### src/rtl/fifo_prog_thresh_if.sv
// Handshake and status bundle for fifo_prog_thresh.
// Master drives requests/thresholds; slave (the FIFO) drives data and flags.
interface fifo_prog_thresh_if #(
    parameter int DATA_SIZE = 10,
    parameter int DEPTH     = 8
);
    localparam int AW = $clog2(DEPTH);

    logic                 push;
    logic [DATA_SIZE-1:0] data_in;
    logic                 pop;
    logic [AW:0]          af_thresh;
    logic [AW:0]          ae_thresh;
    logic                 err_clr;
    logic [DATA_SIZE-1:0] data_out;
    logic                 data_valid;
    logic [AW:0]          count;
    logic                 empty;
    logic                 full;
    logic                 almost_empty;
    logic                 almost_full;
    logic                 pause;
    logic                 overflow;
    logic                 underflow;

    modport master (
        output push, data_in, pop,
        output af_thresh, ae_thresh, err_clr,
        input  data_out, data_valid, count,
        input  empty, full, almost_empty, almost_full,
        input  pause, overflow, underflow
    );

    modport slave (
        input  push, data_in, pop,
        input  af_thresh, ae_thresh, err_clr,
        output data_out, data_valid, count,
        output empty, full, almost_empty, almost_full,
        output pause, overflow, underflow
    );
endinterface

### src/rtl/fifo_prog_thresh.sv
// Synchronous FIFO with programmable thresholds, hysteretic pause and error flags.
// Define FIFO_STICKY_ERR_EN to make overflow/underflow sticky until err_clr.
module fifo_prog_thresh #(
    parameter int DATA_SIZE = 10,
    parameter int DEPTH     = 8,
    localparam int AW       = $clog2(DEPTH)
) (
    input  logic              clk,
    input  logic              reset,
    fifo_prog_thresh_if.slave bus
);
    localparam logic [AW:0] FULL_CNT = (AW+1)'(DEPTH);
    localparam logic [AW:0] CNT_ONE  = (AW+1)'(1);
    localparam logic [AW-1:0] PTR_ONE = AW'(1);

    logic [DATA_SIZE-1:0] mem [DEPTH];
    logic [AW-1:0]        wptr;
    logic [AW-1:0]        rptr;
    logic [AW:0]          count_q;
    logic [AW:0]          count_nxt;
    logic [DATA_SIZE-1:0] dout_q;
    logic                 valid_q;
    logic                 pause_q;
    logic                 pause_nxt;
    logic                 ovf_q;
    logic                 udf_q;
    logic                 ovf_nxt;
    logic                 udf_nxt;
    logic                 empty;
    logic                 full;
    logic                 pop_acc;
    logic                 push_acc;
    logic                 ovf_ev;
    logic                 udf_ev;
    logic                 pause_set;
    logic                 pause_clr;

    assign empty    = (count_q == '0);
    assign full     = (count_q == FULL_CNT);
    assign pop_acc  = bus.pop && !empty;
    // A pop on a full FIFO frees the slot the concurrent push lands in.
    assign push_acc = bus.push && (!full || pop_acc);
    assign ovf_ev   = bus.push && !push_acc;
    assign udf_ev   = bus.pop && empty;

    assign pause_set = (count_q >= bus.af_thresh);
    assign pause_clr = (count_q <= bus.ae_thresh);

    always_comb begin
        pause_nxt = pause_q;
        if (pause_set)
            pause_nxt = 1'b1;
        else if (pause_clr)
            pause_nxt = 1'b0;
    end

    always_comb begin
        count_nxt = count_q;
        if (push_acc && !pop_acc)
            count_nxt = count_q + CNT_ONE;
        else if (pop_acc && !push_acc)
            count_nxt = count_q - CNT_ONE;
    end

`ifdef FIFO_STICKY_ERR_EN
    assign ovf_nxt = ovf_ev || (ovf_q && !bus.err_clr);
    assign udf_nxt = udf_ev || (udf_q && !bus.err_clr);
`else
    logic unused_err_clr;
    assign unused_err_clr = bus.err_clr;
    assign ovf_nxt = ovf_ev;
    assign udf_nxt = udf_ev;
`endif

    always_ff @(posedge clk) begin
        if (reset && push_acc)
            mem[wptr] <= bus.data_in;
    end

    always_ff @(posedge clk) begin
        if (!reset) begin
            wptr    <= '0;
            rptr    <= '0;
            count_q <= '0;
            dout_q  <= '0;
            valid_q <= 1'b0;
            pause_q <= 1'b0;
            ovf_q   <= 1'b0;
            udf_q   <= 1'b0;
        end else begin
            if (push_acc)
                wptr <= wptr + PTR_ONE;
            if (pop_acc) begin
                rptr   <= rptr + PTR_ONE;
                dout_q <= mem[rptr];
            end
            count_q <= count_nxt;
            valid_q <= pop_acc;
            pause_q <= pause_nxt;
            ovf_q   <= ovf_nxt;
            udf_q   <= udf_nxt;
        end
    end

    assign bus.data_out     = dout_q;
    assign bus.data_valid   = valid_q;
    assign bus.count        = count_q;
    assign bus.empty        = empty;
    assign bus.full         = full;
    assign bus.almost_empty = !empty && (count_q <= bus.ae_thresh);
    assign bus.almost_full  = pause_set;
    assign bus.pause        = pause_q;
    assign bus.overflow     = ovf_q;
    assign bus.underflow    = udf_q;
endmodule

### src/flat_wrapper.sv
// flat-port wrapper written by rule: the top's interface ports become plain ports
module fifo_prog_thresh_flat 
#(
    parameter int DATA_SIZE = 10,
    parameter int DEPTH     = 8,
    localparam int AW       = $clog2(DEPTH)
)
  (clk, reset, bus_push, bus_data_in, bus_pop, bus_af_thresh, bus_ae_thresh, bus_err_clr, bus_data_out, bus_data_valid, bus_count, bus_empty, bus_full, bus_almost_empty, bus_almost_full, bus_pause, bus_overflow, bus_underflow);
  fifo_prog_thresh_if #(.DATA_SIZE(DATA_SIZE), .DEPTH(DEPTH)) bus_i ();
  input  logic clk;
  input  logic reset;
  input wire logic [$bits(bus_i.push)-1:0] bus_push;
  input wire logic [$bits(bus_i.data_in)-1:0] bus_data_in;
  input wire logic [$bits(bus_i.pop)-1:0] bus_pop;
  input wire logic [$bits(bus_i.af_thresh)-1:0] bus_af_thresh;
  input wire logic [$bits(bus_i.ae_thresh)-1:0] bus_ae_thresh;
  input wire logic [$bits(bus_i.err_clr)-1:0] bus_err_clr;
  output wire logic [$bits(bus_i.data_out)-1:0] bus_data_out;
  output wire logic [$bits(bus_i.data_valid)-1:0] bus_data_valid;
  output wire logic [$bits(bus_i.count)-1:0] bus_count;
  output wire logic [$bits(bus_i.empty)-1:0] bus_empty;
  output wire logic [$bits(bus_i.full)-1:0] bus_full;
  output wire logic [$bits(bus_i.almost_empty)-1:0] bus_almost_empty;
  output wire logic [$bits(bus_i.almost_full)-1:0] bus_almost_full;
  output wire logic [$bits(bus_i.pause)-1:0] bus_pause;
  output wire logic [$bits(bus_i.overflow)-1:0] bus_overflow;
  output wire logic [$bits(bus_i.underflow)-1:0] bus_underflow;
  assign bus_i.push = bus_push;
  assign bus_i.data_in = bus_data_in;
  assign bus_i.pop = bus_pop;
  assign bus_i.af_thresh = bus_af_thresh;
  assign bus_i.ae_thresh = bus_ae_thresh;
  assign bus_i.err_clr = bus_err_clr;
  assign bus_data_out = bus_i.data_out;
  assign bus_data_valid = bus_i.data_valid;
  assign bus_count = bus_i.count;
  assign bus_empty = bus_i.empty;
  assign bus_full = bus_i.full;
  assign bus_almost_empty = bus_i.almost_empty;
  assign bus_almost_full = bus_i.almost_full;
  assign bus_pause = bus_i.pause;
  assign bus_overflow = bus_i.overflow;
  assign bus_underflow = bus_i.underflow;
  fifo_prog_thresh #(.DATA_SIZE(DATA_SIZE), .DEPTH(DEPTH)) u_core (.clk(clk), .reset(reset), .bus(bus_i));
endmodule
### config.mk
export PLATFORM = sky130hd
export DESIGN_NAME = fifo_prog_thresh_flat
export DESIGN_NICKNAME = d
export VERILOG_FILES = /design/src/rtl/fifo_prog_thresh_if.sv /design/src/rtl/fifo_prog_thresh.sv /design/src/flat_wrapper.sv
export SDC_FILE = /design/constraint.sdc
export NUM_CORES = 1
export LEC_CHECK = 0
export CORE_ASPECT_RATIO = 0.6
export CORE_MARGIN = 2
export CORE_UTILIZATION = 56
export CTS_CLUSTER_DIAMETER = 120
export DETAILED_ROUTE_END_ITERATION = 8
export HOLD_SLACK_MARGIN = 0.1
export PLACE_DENSITY_LB_ADDON = 0.3
export SYNTH_ARGS = -nofsm -noshare
export SYNTH_HDL_FRONTEND = slang
export SYNTH_SLANG_ARGS = --single-unit
### constraint.sdc
create_clock -name clk -period 3.8 [get_ports clk]
set_clock_uncertainty 0.2 [all_clocks]
set_input_delay 1.14 -clock clk [delete_from_list [all_inputs] [get_ports clk]]
set_output_delay 1.14 -clock clk [all_outputs]
set_load 0.03 [all_outputs]
# --- Word-level counts from Yosys, hierarchy flattened ---
# Memories as Yosys holds them, arrays and structs flattened. A register that Yosys moved wholly into a read port is not among the register bits.
# Index checks and enable logic that the tools add are counted.
classes:
  n_reduce_logical: 17
  magnitude_cmp: 2
  add_sub_neg: 4
  eq_ne: 1
  n_mux: 6
op_table:
  columns: ["cell", "count"]
  rows:
  - ["$logic_and 1x1->1", 8]
  - ["$mux 4", 2]
  - ["$add 3x1->3 const B", 2]
  - ["$logic_not 1->1", 5]
  - ["$add 4x1->4 const B", 1]
  - ["$eq 4x4->1 const B", 1]
  - ["$ge 4x4->1", 1]
  - ["$le 4x4->1", 1]
  - ["$logic_not 4->1", 1]
  - ["$mux 1", 4]
  - ["$reduce_bool 2->1", 2]
  - ["$sub 4x1->4 const B", 1]
  - ["$logic_or 1x1->1", 1]
totals:
  ff_bits: 14
  in_bits: 23
  output_inout_bits: 22
  ram_bits: 80
  n_memories: 1
  word_cells: 38
mem_list:
  columns: ["name", "depth", "width", "read_ports", "rd_clocked_by_memory_dff", "write_ports", "line", "source"]
  rows:
  - ["u_core.mem", 8, 10, 1, 1, 1, "fifo_prog_thresh.sv:16", "logic [DATA_SIZE-1:0] mem [DEPTH];"]

# --- Longest topological paths before layout ---
logic_depth:
  depth_word: 9
  depth_mapped: 11
  mapped_depth_nobuf: 10

# --- Least setup slack after synthesis ---
# No wires, ideal clock.
synth_timing:
  path_kind: "input to output"
  start: "input port bus_af_thresh[0]"
  end: "output port bus_almost_full"
  t_required_ns: 2.460
  path_buffers: 0
  t_arrival_ns: 2.256
  path_slack_ns: 0.204
  path_stages: 4
  path_cell_list: "ha_1 nand2b_1 a21oi_1 o21ai_0"
synth_via:
  elab_chain_len: 1
synth_lines:
  columns: ["element", "line", "source"]
  rows:
  - ["start, declared", "flat_wrapper.sv:15", "input wire logic [$bits(bus_i.af_thresh)-1:0] bus_af_thresh;"]
  - ["$ge 4x4->1", "fifo_prog_thresh.sv:46", "assign pause_set = (count_q >= bus.af_thresh);"]
  - ["end, declared", "flat_wrapper.sv:24", "output wire logic [$bits(bus_i.almost_full)-1:0] bus_almost_full;"]
# No other way between the ends.

# --- Worst setup path after layout ---
# Ends and elaborated chain as after synthesis.

==> impl_metrics.ini <==
[grt]
grt_max_degree = 30
antenna_found_initial = 0
grt_overflow = 0
grt_pass1_vias = 2323
grt_use_total_pct = 21.6
grt_pass1_wl_um = 12600

[timing]
tns_ns = 0
slew_viol_final = 0
fin_crit_ns = 3.73
relSlewSlack_pct = 27.7
setup_violations = 0
tightest_slew_ns = 1.08
hold_violations = 0
fin_crit_sh_pct = 98.3
fmax_mhz = 268

[critical_path]
crit_fanout = 2
cp_num_cells = 6
critPathMaxStageDelay_ns = 0.46
start_kind = input pin
critPathBufInv = 2
rr_worst_depth = 10
critPathKind = input pin to output port
required_ns = 2.46
crit_family = buffers and inverters
crit_arrival_ns = 2.39
critPathSlowestCell = clkdlybuf4s50_1
cp-end-kind = output port
crit_chain = clkdlybuf4s50_1, ha_1, nand2b_1, a21oi_1, o21ai_1, buf_4

[synthesis]
synth_area_leaders = edfxtp_1 (57%), dfxtp_1 (11%), mux4_2 (11%), ha_1 (3.9%), o21ai_0 (1.7%)
synth_ff_type = edfxtp_1
synth_top_area_cell = edfxtp_1
synth_seq_cells = 104
yosys.area.top_type_share_pct = 57.5
yosysMostFrequentCell = edfxtp_1
ys_types = 36
synth_fp_nets = 295
ys.warnings.count = 0
synth_area_per_cell_um2 = 16.2
async_flop_share_pct = 0
synth_common_cells = edfxtp_1 (80), dfxtp_1 (24), mux4_2 (20), nor2_1 (15), o21ai_0 (14)
synth_edf_count = 80
ys_seq_area_share_pct = 69.0
synth_area_mm2 = 0.00418
syn_inst = 258

[routing]
viasPerCell = 5.57
dr_total_vias = 2354
wirelength_um = 7890
drc = 0
wl_per_cell_um = 18.6
dr.pass1.iters = 4
initialDrtViolationCount = 203
antenna_left = 0

[final_layout]
stdcell_count = 423
final_cell_area_mm2 = 0.00511
multi_input_area_mm2 = 0.00125
nets = 351
insertedDiodeCount = 0
final_core_util_pct = 70.6
nFillCells = 485
regArea_mm2 = 0.00288
area_growth_pct = 22.3
drive_above_1_share_pct = 18.2

[clocking]
clock_latency_ns = 0.34
path_clk_slew_ns = 0.06
cts.sinks = 104
clockRootBuffer = clkbuf_16
htreeDepth = 3
clk_path_buf_depth = 2
cts_tree = built
numCtsBuffers = 9

[flow_run]
maxCapViolations = 0

[placed_design]
dpl_cell_area_mm2 = 0.00479
port_buffers = 43
dp_hpwl_um = 5070
place.gp.congestion = 0.807
place_inst = 406

[floorplanning]
core-area_mm2 = 0.00724
fp-row-count = 24
die-area_mm2 = 0.00819
die_h_um = 70.9
fp.dieW_um = 116
pin_count = 45
start_util_pct = 57.8

[min_path]
holdPathStages = 2
hp-class = register to register

[power]
p_leak_nw = 1.76
ir_drop_mv = 0.322
power_mw = 3.32
power-per-cell-area_mw_per_mm2 = 649

[status]
status = finished, final reports clean
==> logic make-up (layout without fill, tap and decap cells) <==
group | Yosys count | in the layout | share of synthesized area, %
flops | 104 | 104 | 69.0
simple gates | 54 | 54 | 6.58
compound gates | 36 | 36 | 5.48
mux | 23 | 23 | 11.5
buf+inv | 22 | 83 | 2.07
fa+ha+maj | 14 | 14 | 4.37
xor+xnor | 5 | 5 | 1.05
==> stage by stage <==
step	hold WS [ns]	setup slack [ns]
2_1_floorplan	0.306	0.204
3_3_place_gp	0.291	-0.104
3_5_place_dp	0.296	-0.113
4_1_cts	0.315	0.0455
5_1_grt	0.354	-0.0473
6_report	0.311	0.0655
==> what timing repair did <==
action / in CTS / in global routing
hold buffers: 0 / 0
buffers inserted: 1 / 0
resized for setup: 9 / 2
setup endpoints to repair: 2 / 1
pin swaps: 4 / 1
cloned: 0 / 0
==> flip-flops by register name, summed over array words and instances, names as in the netlist <==
register / flops
u_core.mem: 80
u_core.bus.count: 4
u_core.bus.underflow: 1
u_core.rptr: 3
u_core.bus.data_valid: 1
u_core.bus.overflow: 1
u_core.bus.pause: 1
u_core.bus.data_out: 10
u_core.wptr: 3
==> layer usage <==
| layer | track usage, % | vias up | share of wire (%) |
|---|---|---|---|
| met1 | 30.5 | 1155 | 43 |
| li1 | - | 1102 | - |
| met4 | 4.02 | 0 | 0.47 |
| met2 | 33.4 | 93 | 47 |
| met3 | 7.46 | 4 | 10 |
| met5 | 0 | - | 0 |
==> cell type report <==
class	instances	share of cell area (%)
flip-flops and latches	104	56.4
multi-input cells	132	24.5
repair buffers	56	10.2
clock buffers	16	5.53
well taps	104	2.55
inverters	11	0.808
==> worst paths after layout <==
check	slack, ns	endpoint	startpoint
max	0.07	bus_almost_full	bus_af_thresh[0]
min	0.31	u_core.bus.data_out[6]	u_core.bus.data_out[6]
max reg2reg	0.66	u_core.bus.count[3]	u_core.bus.count[3]
min reg2reg	0.31	u_core.bus.data_out[6]	u_core.bus.data_out[6]
==> layout by cell type, fill, tap and decap left out, drive strengths merged <==
master / synthesis / layout
edfxtp: 80 / 80
clkdlybuf4s50: 0 / 38
dfxtp: 24 / 24
mux4: 20 / 20
clkbuf: 8 / 16
nor2: 15 / 15
buf: 3 / 15
o21ai: 15 / 15
ha: 13 / 13
nand2: 11 / 11
inv: 11 / 11
o22ai: 10 / 10
and2: 7 / 7
nor3: 5 / 5
xnor2: 4 / 4
a21oi: 4 / 4
nand2b: 3 / 3
nor2b: 3 / 3
mux2i: 3 / 3
nor4: 3 / 3
nand3: 2 / 2
dlygate4sd2: 0 / 2
a21boi: 2 / 2
o41a: 1 / 1
or4b: 1 / 1
or3b: 1 / 1
nand4: 1 / 1
xor2: 1 / 1
and3: 1 / 1
a22o: 1 / 1
a211oi: 1 / 1
a31oi: 1 / 1
nor3b: 1 / 1
o21a: 1 / 1
fa: 1 / 1
dlymetal6s2s: 0 / 1
==> where the power goes <==
part           total (mW)  internal (mW)  switching [mW]
Clock               0.868          0.504           0.365
Combinational        1.03          0.492           0.534
Sequential           1.42           1.32           0.101
==> worst reg2reg max path, cell delays in order, from the launching register on <==
cell      delay (ns)
dfxtp_1         0.55
or4b_4          0.55
o21ai_4         0.29
inv_2           0.11
ha_1            0.21
inv_1           0.13
ha_1            0.30
a21oi_1         0.23
a211oi_1        0.10
a31oi_1         0.20
mux2i_1         0.20
Note: power is estimated with default switching activity, not from simulation.
